**config.mk**
```make
export PLATFORM = sky130hd
export DESIGN_NAME = vinsn_dispatcher
export DESIGN_NICKNAME = d
export VERILOG_FILES = /design/src/rtl/core_pkg.sv /design/src/rtl/dispatch_fifo.sv /design/src/rtl/vinsn_dispatcher.sv
export SDC_FILE = /design/constraint.sdc
export NUM_CORES = 1
export LEC_CHECK = 0
export BUFFER_PORTS_ARGS = -buffer_cell sky130_fd_sc_hd__clkbuf_2
export CAP_MARGIN = 30
export CORE_UTILIZATION = 37
export DETAILED_ROUTE_END_ITERATION = 8
export PLACE_DENSITY = 0.68
export SYNTH_ARGS = -nofsm -noshare
export SYNTH_HDL_FRONTEND = slang
export SYNTH_SLANG_ARGS = --single-unit
export TNS_END_PERCENT = 5
```
**constraint.sdc**
```tcl
create_clock -name clk_i -period 9.4 [get_ports clk_i]
set_input_delay 2.82 -clock clk_i [delete_from_list [all_inputs] [get_ports clk_i]]
set_output_delay 2.82 -clock clk_i [all_outputs]
set_load 0.02 [all_outputs]
```
**src/rtl/core_pkg.sv**
```systemverilog
// Shared definitions for the vector instruction dispatch path: destination
// indices and masks, default sizing, and the opcode-to-destination lookup.
`timescale 1ns/1ps
package core_pkg;

   localparam int unsigned DefNrDst        = 3;
   localparam int unsigned DefQueueDepth   = 2;
   localparam int unsigned DefPayloadWidth = 64;

   typedef logic [$clog2(DefNrDst)-1:0]   dst_idx_t;
   typedef logic [$clog2(DefNrDst+1)-1:0] dst_cnt_t;
   typedef logic [DefNrDst-1:0]           dst_mask_t;

   localparam dst_idx_t DstAlu   = dst_idx_t'(0);
   localparam dst_idx_t DstMfpu  = dst_idx_t'(1);
   localparam dst_idx_t DstOpReq = dst_idx_t'(2);

   typedef enum logic [2:0] {
      VOP_ADD,
      VOP_MUL,
      VOP_FMA,
      VOP_LOAD,
      VOP_STORE,
      VOP_MOVE
   } vop_e;

   // Executing unit from the opcode; the operand requester joins whenever
   // vector sources must be read (stores always read their data register).
   function automatic dst_mask_t vop_dst_mask(input vop_e vop, input logic use_vs);
      dst_mask_t mask;
      mask = '0;
      case (vop)
         VOP_ADD, VOP_MOVE: mask[DstAlu]  = 1'b1;
         VOP_MUL, VOP_FMA:  mask[DstMfpu] = 1'b1;
         default:           mask         = '0;
      endcase
      if (use_vs || vop == VOP_STORE) mask[DstOpReq] = 1'b1;
      return mask;
   endfunction

endpackage

```
**src/rtl/dispatch_fifo.sv**
```systemverilog
// Single-destination queue: fixed depth (any value >= 1), synchronous flush,
// head entry always presented on data_o. Storage is deliberately not reset.
`timescale 1ns/1ps
module dispatch_fifo #(
   parameter  int unsigned Depth = 2,
   parameter  int unsigned Width = 64,
   localparam int unsigned OccW  = $clog2(Depth + 1)
) (
   input  logic             clk_i,
   input  logic             rst_ni,
   input  logic             push_i,
   input  logic             pop_i,
   input  logic             flush_i,
   input  logic [Width-1:0] data_i,
   output logic [Width-1:0] data_o,
   output logic [OccW-1:0]  occ_o,
   output logic             full_o,
   output logic             empty_o
);

   localparam int unsigned     PtrW     = (Depth > 1) ? $clog2(Depth) : 1;
   localparam logic [PtrW-1:0] LastPtr  = PtrW'(Depth - 1);
   localparam logic [OccW-1:0] DepthOcc = OccW'(Depth);

   logic [Width-1:0] mem_q [Depth];
   logic [PtrW-1:0]  rptr_q, rptr_d, wptr_q, wptr_d;
   logic [OccW-1:0]  occ_q, occ_d;
   logic             push_en, pop_en;

   // Guards keep occupancy within [0, Depth] even if a caller misbehaves.
   assign push_en = push_i && (occ_q != DepthOcc) && !flush_i;
   assign pop_en  = pop_i && (occ_q != '0) && !flush_i;

   // Next pointers/occupancy; wrap by compare-and-clear so odd depths work.
   always_comb begin
      rptr_d = rptr_q;
      wptr_d = wptr_q;
      occ_d  = occ_q;
      if (flush_i) begin
         rptr_d = '0;
         wptr_d = '0;
         occ_d  = '0;
      end else begin
         if (pop_en)  rptr_d = (rptr_q == LastPtr) ? '0 : rptr_q + 1'b1;
         if (push_en) wptr_d = (wptr_q == LastPtr) ? '0 : wptr_q + 1'b1;
         if (push_en && !pop_en)      occ_d = occ_q + 1'b1;
         else if (!push_en && pop_en) occ_d = occ_q - 1'b1;
      end
   end

   // Pointer and occupancy registers, cleared asynchronously.
   always_ff @(posedge clk_i or negedge rst_ni) begin
      if (!rst_ni) begin
         rptr_q <= '0;
         wptr_q <= '0;
         occ_q  <= '0;
      end else begin
         rptr_q <= rptr_d;
         wptr_q <= wptr_d;
         occ_q  <= occ_d;
      end
   end

   // Payload storage written at the tail on every accepted push.
   always_ff @(posedge clk_i) begin
      if (push_en) mem_q[wptr_q] <= data_i;
   end

   assign data_o  = mem_q[rptr_q];
   assign occ_o   = occ_q;
   assign full_o  = (occ_q == DepthOcc);
   assign empty_o = (occ_q == '0);

   // Occupancy never exceeds the depth.
   assert property (@(posedge clk_i) disable iff (!rst_ni) occ_q <= DepthOcc);
   // From empty, occupancy can only stay at zero or grow by one (no wrap-under).
   assert property (@(posedge clk_i) disable iff (!rst_ni)
                    (occ_q == '0) |-> (occ_d <= OccW'(1)));

endmodule

```
**src/rtl/vinsn_dispatcher.sv**
```systemverilog
// Fans each accepted request out to every destination in its mask, one
// queue per destination. Handshake: a request is taken when req_valid_i and
// req_ready_o are both high; ready is computed from mask, flush and the
// registered queue state only, so it never depends on req_valid_i or on any
// dst_ready_i. Each destination pops when dst_valid_o[d] && dst_ready_i[d].
`timescale 1ns/1ps
module vinsn_dispatcher
   import core_pkg::*;
#(
   parameter  int unsigned NrDst        = DefNrDst,
   parameter  int unsigned QueueDepth   = DefQueueDepth,
   parameter  int unsigned PayloadWidth = DefPayloadWidth,
   localparam int unsigned OccW         = $clog2(QueueDepth + 1)
) (
   input  logic                          clk_i,
   input  logic                          rst_ni,
   input  logic                          req_valid_i,
   output logic                          req_ready_o,
   input  logic [PayloadWidth-1:0]       req_payload_i,
   input  logic [NrDst-1:0]              req_dst_mask_i,
   output logic [NrDst-1:0]              dst_valid_o,
   input  logic [NrDst-1:0]              dst_ready_i,
   output logic [NrDst*PayloadWidth-1:0] dst_payload_o,
   input  logic                          flush_i,
   output logic [NrDst*OccW-1:0]         occupancy_o,
   output logic                          idle_o
);

   logic [NrDst-1:0] full;
   logic [NrDst-1:0] empty;
   logic [NrDst-1:0] push;
   logic             accept;

   // All-or-nothing: refuse unless every targeted queue has a free slot now.
   always_comb begin
      req_ready_o = !flush_i;
      for (int unsigned d = 0; d < NrDst; d++) begin
         if (req_dst_mask_i[d] && full[d]) req_ready_o = 1'b0;
      end
   end

   assign accept = req_valid_i && req_ready_o;
   assign push   = {NrDst{accept}} & req_dst_mask_i;
   assign idle_o = &empty;

   for (genvar d = 0; d < NrDst; d++) begin : gen_dst
      dispatch_fifo #(
         .Depth (QueueDepth),
         .Width (PayloadWidth)
      ) i_fifo (
         .clk_i   (clk_i),
         .rst_ni  (rst_ni),
         .push_i  (push[d]),
         .pop_i   (dst_valid_o[d] && dst_ready_i[d]),
         .flush_i (flush_i),
         .data_i  (req_payload_i),
         .data_o  (dst_payload_o[d*PayloadWidth +: PayloadWidth]),
         .occ_o   (occupancy_o[d*OccW +: OccW]),
         .full_o  (full[d]),
         .empty_o (empty[d])
      );
      assign dst_valid_o[d] = !empty[d];
   end

endmodule

```
==> results.py <==
metrics = {
    "cells_and_area": {
        "signed_area_change_from_the_synthesized_netlist_to_the_final_layout_pct": 23.4,
        "num-nets-final": 1074,
        "finish.utilization_pct": 46.4,
        "post_route_cells_drive_above_1_share_pct": 53.2,
    },
    "timing": {
        "timing.clock.skew_ps": 22.1,
        "max_freq_mhz": 157,
        "setup_viol_count_final": 0,
        "slew_at_the_pin_closest_to_its_max_slew_limit_ps": 853,
        "max-slew-margin-rel_pct": 43.0,
        "maxSlewViolCount": 0,
        "final.hold.worst_slack_ps": 534,
        "grt_setup_unrepaired": "no",
        "totalNegativeSetupSlack_ps": 0,
        "hold_viol_final": 0,
        "timing.final.crit_share_pct": 67.8,
        "final_period_minus_worst_setup_slack_ps": 6370,
    },
    "floorplan": {
        "pin_count": 277,
        "core_sq_um": 38800,
        "die_width_microns": 201,
        "die-height_microns": 201,
        "initial_utilization_pct": 37.6,
        "die_area_sq_um": 40300,
        "num_rows": 72,
    },
    "global_route": {
        "first_global_vias": 7680,
        "global_route.overflow_total": 0,
        "grt_util_all_layers_pct": 14.9,
        "antenna_found_initial": 0,
        "global_route_wire_length_before_repair_microns": 45500,
        "grt_start_max_net_pins": 65,
    },
    "place": {
        "io_buffers": 276,
        "dp.final_hpwl_microns": 18900,
        "globalplace.congestion": 0.777,
    },
    "cts": {
        "cts.repair_timing.setup_buffer_count": 0,
        "clkTransAtPathRegs_ps": 60,
        "tritoncts.num_buffers": 41,
        "htree_num_levels": 2,
        "post_cts_hold_buffer_count": 0,
        "clock_insertion_delay_worst_skew_ps": 540,
        "ctsResizeCount": 0,
        "max-clock-path-buffers": 3,
        "clk_root_buffer_cell": "sky130_fd_sc_hd__clkbuf_16",
        "tritoncts_clock_tree": "done",
        "clock_sinks": 396,
    },
    "setup_path": {
        "worstSetupEndpointType": "primary output",
        "path_class": "in2out",
        "setup.reg_to_reg.worst_slack_ps": 6370,
        "critical_path.startpoint_type": "input port",
        "critPathArrivalTime_ps": 3550,
        "worst-r2r-cell-count": 5,
        "rr_startpoint": "gen_dst[1].i_fifo.occ_o[0]$_DFFE_PN0P_",
        "crit-reg2reg-capture": "gen_dst[2].i_fifo.mem_q[1][23]$_DFFE_PP_",
        "cp_data_required_time_ps": 6580,
        "crit_path_max_fanout": 23,
    },
    "yosys": {
        "syn-cell-area_sq_um": 14600,
        "ys.flop_type": "sky130_fd_sc_hd__edfxtp_1",
        "postSynthAreaPerCell_sq_um": 21.1,
        "post-synth-top-area-fraction_pct": 79.0,
        "synth-warning-count": 0,
        "seq_area_frac_synth_pct": 81.0,
        "synth_fp_nets": 765,
        "synth_largest_area_cell": "sky130_fd_sc_hd__edfxtp_1",
        "syn-instance-count": 691,
        "synth-edff-count": 384,
        "synth.ff_latch_count": 396,
        "synth.distinct_cells": 37,
        "post_synth_main_area_contributors": "sky130_fd_sc_hd__edfxtp_1, sky130_fd_sc_hd__mux2_2, sky130_fd_sc_hd__dfrtp_1",
        "synth-async-reset-ratio_pct": 3.03,
    },
    "detailed_routing": {
        "dr.pass1.iters": 4,
        "post_drt_wl_per_cell_microns": 19.5,
        "drc": 0,
        "num_vias": 7410,
        "avgViaCountPerCell": 4.80,
        "wl_microns": 30200,
        "dr.first_iter.drc_count": 327,
        "drt.antenna.violating_nets": 0,
    },
    "min_path": {
        "worst_hold_stages": 1,
        "hold_path.class": "reg2reg",
        "worst_hold_startpoint": "gen_dst[2].i_fifo.wptr_q$_DFFE_PN0P_",
        "hold_end": "gen_dst[2].i_fifo.wptr_q$_DFFE_PN0P_",
    },
    "power": {
        "static-leakage-power_nw": 6.38,
        "irDropWorstVdd_mv": 0.171,
        "power_density_nw_per_um2": 210,
        "finalPower_mw": 3.78,
    },
    "run_status": {
        "outcome": "complete, no violations",
    },
    "flow_run": {
        "drv.max_cap_violation_count": 0,
    },
}
[cell type report]
| type | count | area, sq um |
|---|---|---|
| sequential | 396 | 11800 |
| timing repair buffer | 289 | 1570 |
| clock inverter | 15 | 128 |
| inverter | 3 | 11.3 |
| clock buffer | 54 | 1130 |
| fill | 3304 | 20800 |
| tap | 518 | 648 |
| multi-input combinational | 269 | 2700 |
| antenna | 1 | 2.50 |
[synthesized netlist by cell type (2+ instances only)]
| cell type | number |
|---|---|
| sky130_fd_sc_hd__mux2i_1 | 2 |
| sky130_fd_sc_hd__o21ai_0 | 4 |
| sky130_fd_sc_hd__or2_2 | 3 |
| sky130_fd_sc_hd__edfxtp_1 | 384 |
| sky130_fd_sc_hd__nand2b_1 | 5 |
| sky130_fd_sc_hd__and2_1 | 3 |
| sky130_fd_sc_hd__buf_2 | 15 |
| sky130_fd_sc_hd__xor2_1 | 4 |
| sky130_fd_sc_hd__nor3b_1 | 5 |
| sky130_fd_sc_hd__nor2_1 | 12 |
| sky130_fd_sc_hd__o211a_1 | 2 |
| sky130_fd_sc_hd__nor3_1 | 5 |
| sky130_fd_sc_hd__inv_1 | 3 |
| sky130_fd_sc_hd__nand3b_1 | 2 |
| sky130_fd_sc_hd__nand4_1 | 2 |
| sky130_fd_sc_hd__nand2_1 | 10 |
| sky130_fd_sc_hd__clkbuf_1 | 8 |
| sky130_fd_sc_hd__mux2_2 | 192 |
| sky130_fd_sc_hd__dfrtp_1 | 12 |
[report_power, final]
part | internal [mW] | total [mW] | switching [mW]
registers | 1.98 | 2.00 | 0.0183
logic | 0.0953 | 0.258 | 0.162
clock network | 0.894 | 1.52 | 0.628
[metrics by stage]
step / instances / cell area [sq um] / setup slack (ps)
floorplan: 691 / 14600 / 938
detailed placement: 1474 / 16700 / 3040
CTS: 1543 / 18000 / 3030
finish: 1545 / 18000 / 3030
global route: 1544 / 18000 / 2890
global placement: 1469 / 16600 / 3050
[placed cells by master, fill, tap and decap left out, drive strengths merged, types with 5 or more instances in the layout]
cell type	n
clkbuf	330
mux2	192
nand2b	5
nand2	10
clkinv	9
nor3	5
nor2	12
edfxtp	384
dfrtp	12
nor3b	5
buf	13
[worst max path at each step]
stage	slack, ps	to	from
detailed placement	3040	req_ready_o	flush_i
finish	3030	req_ready_o	flush_i
global route	2890	req_ready_o	flush_i
floorplan	940	gen_dst[1].i_fifo.mem_q[1][0]$_DFFE_PP_	req_dst_mask_i[0]
CTS	3030	req_ready_o	flush_i
global placement	3050	req_ready_o	flush_i
[per-layer routing]
layer / vias up / global-route usage, % / part of all wire (%)
met1: 3787 / 18.7 / 43
met4: 0 / 5.15 / 2.2
met2: 210 / 25.6 / 50
met5: - / 0 / 0
met3: 47 / 3.38 / 5.2
li1: 3366 / - / -
[state kept, by name, indices dropped and copies added (netlist names)]
name / count
gen_dst.i_fifo.mem_q: 384
gen_dst.i_fifo.occ_o: 6
gen_dst.i_fifo.rptr_q: 3
gen_dst.i_fifo.wptr_q: 3
[critical path, stage by stage]
cell and delay [ps]:
sky130_fd_sc_hd__clkbuf_2 280, sky130_fd_sc_hd__nor3_1 250, sky130_fd_sc_hd__clkbuf_2 200
[cell families after synthesis]
logic type      share of synthesized area (%)
mux                                      14.9
simple gates                             2.20
xor+xnor                                0.240
buf+inv                                 0.797
compound gates                          0.797
flops                                    81.0
Power figures use the tool's default switching activity.
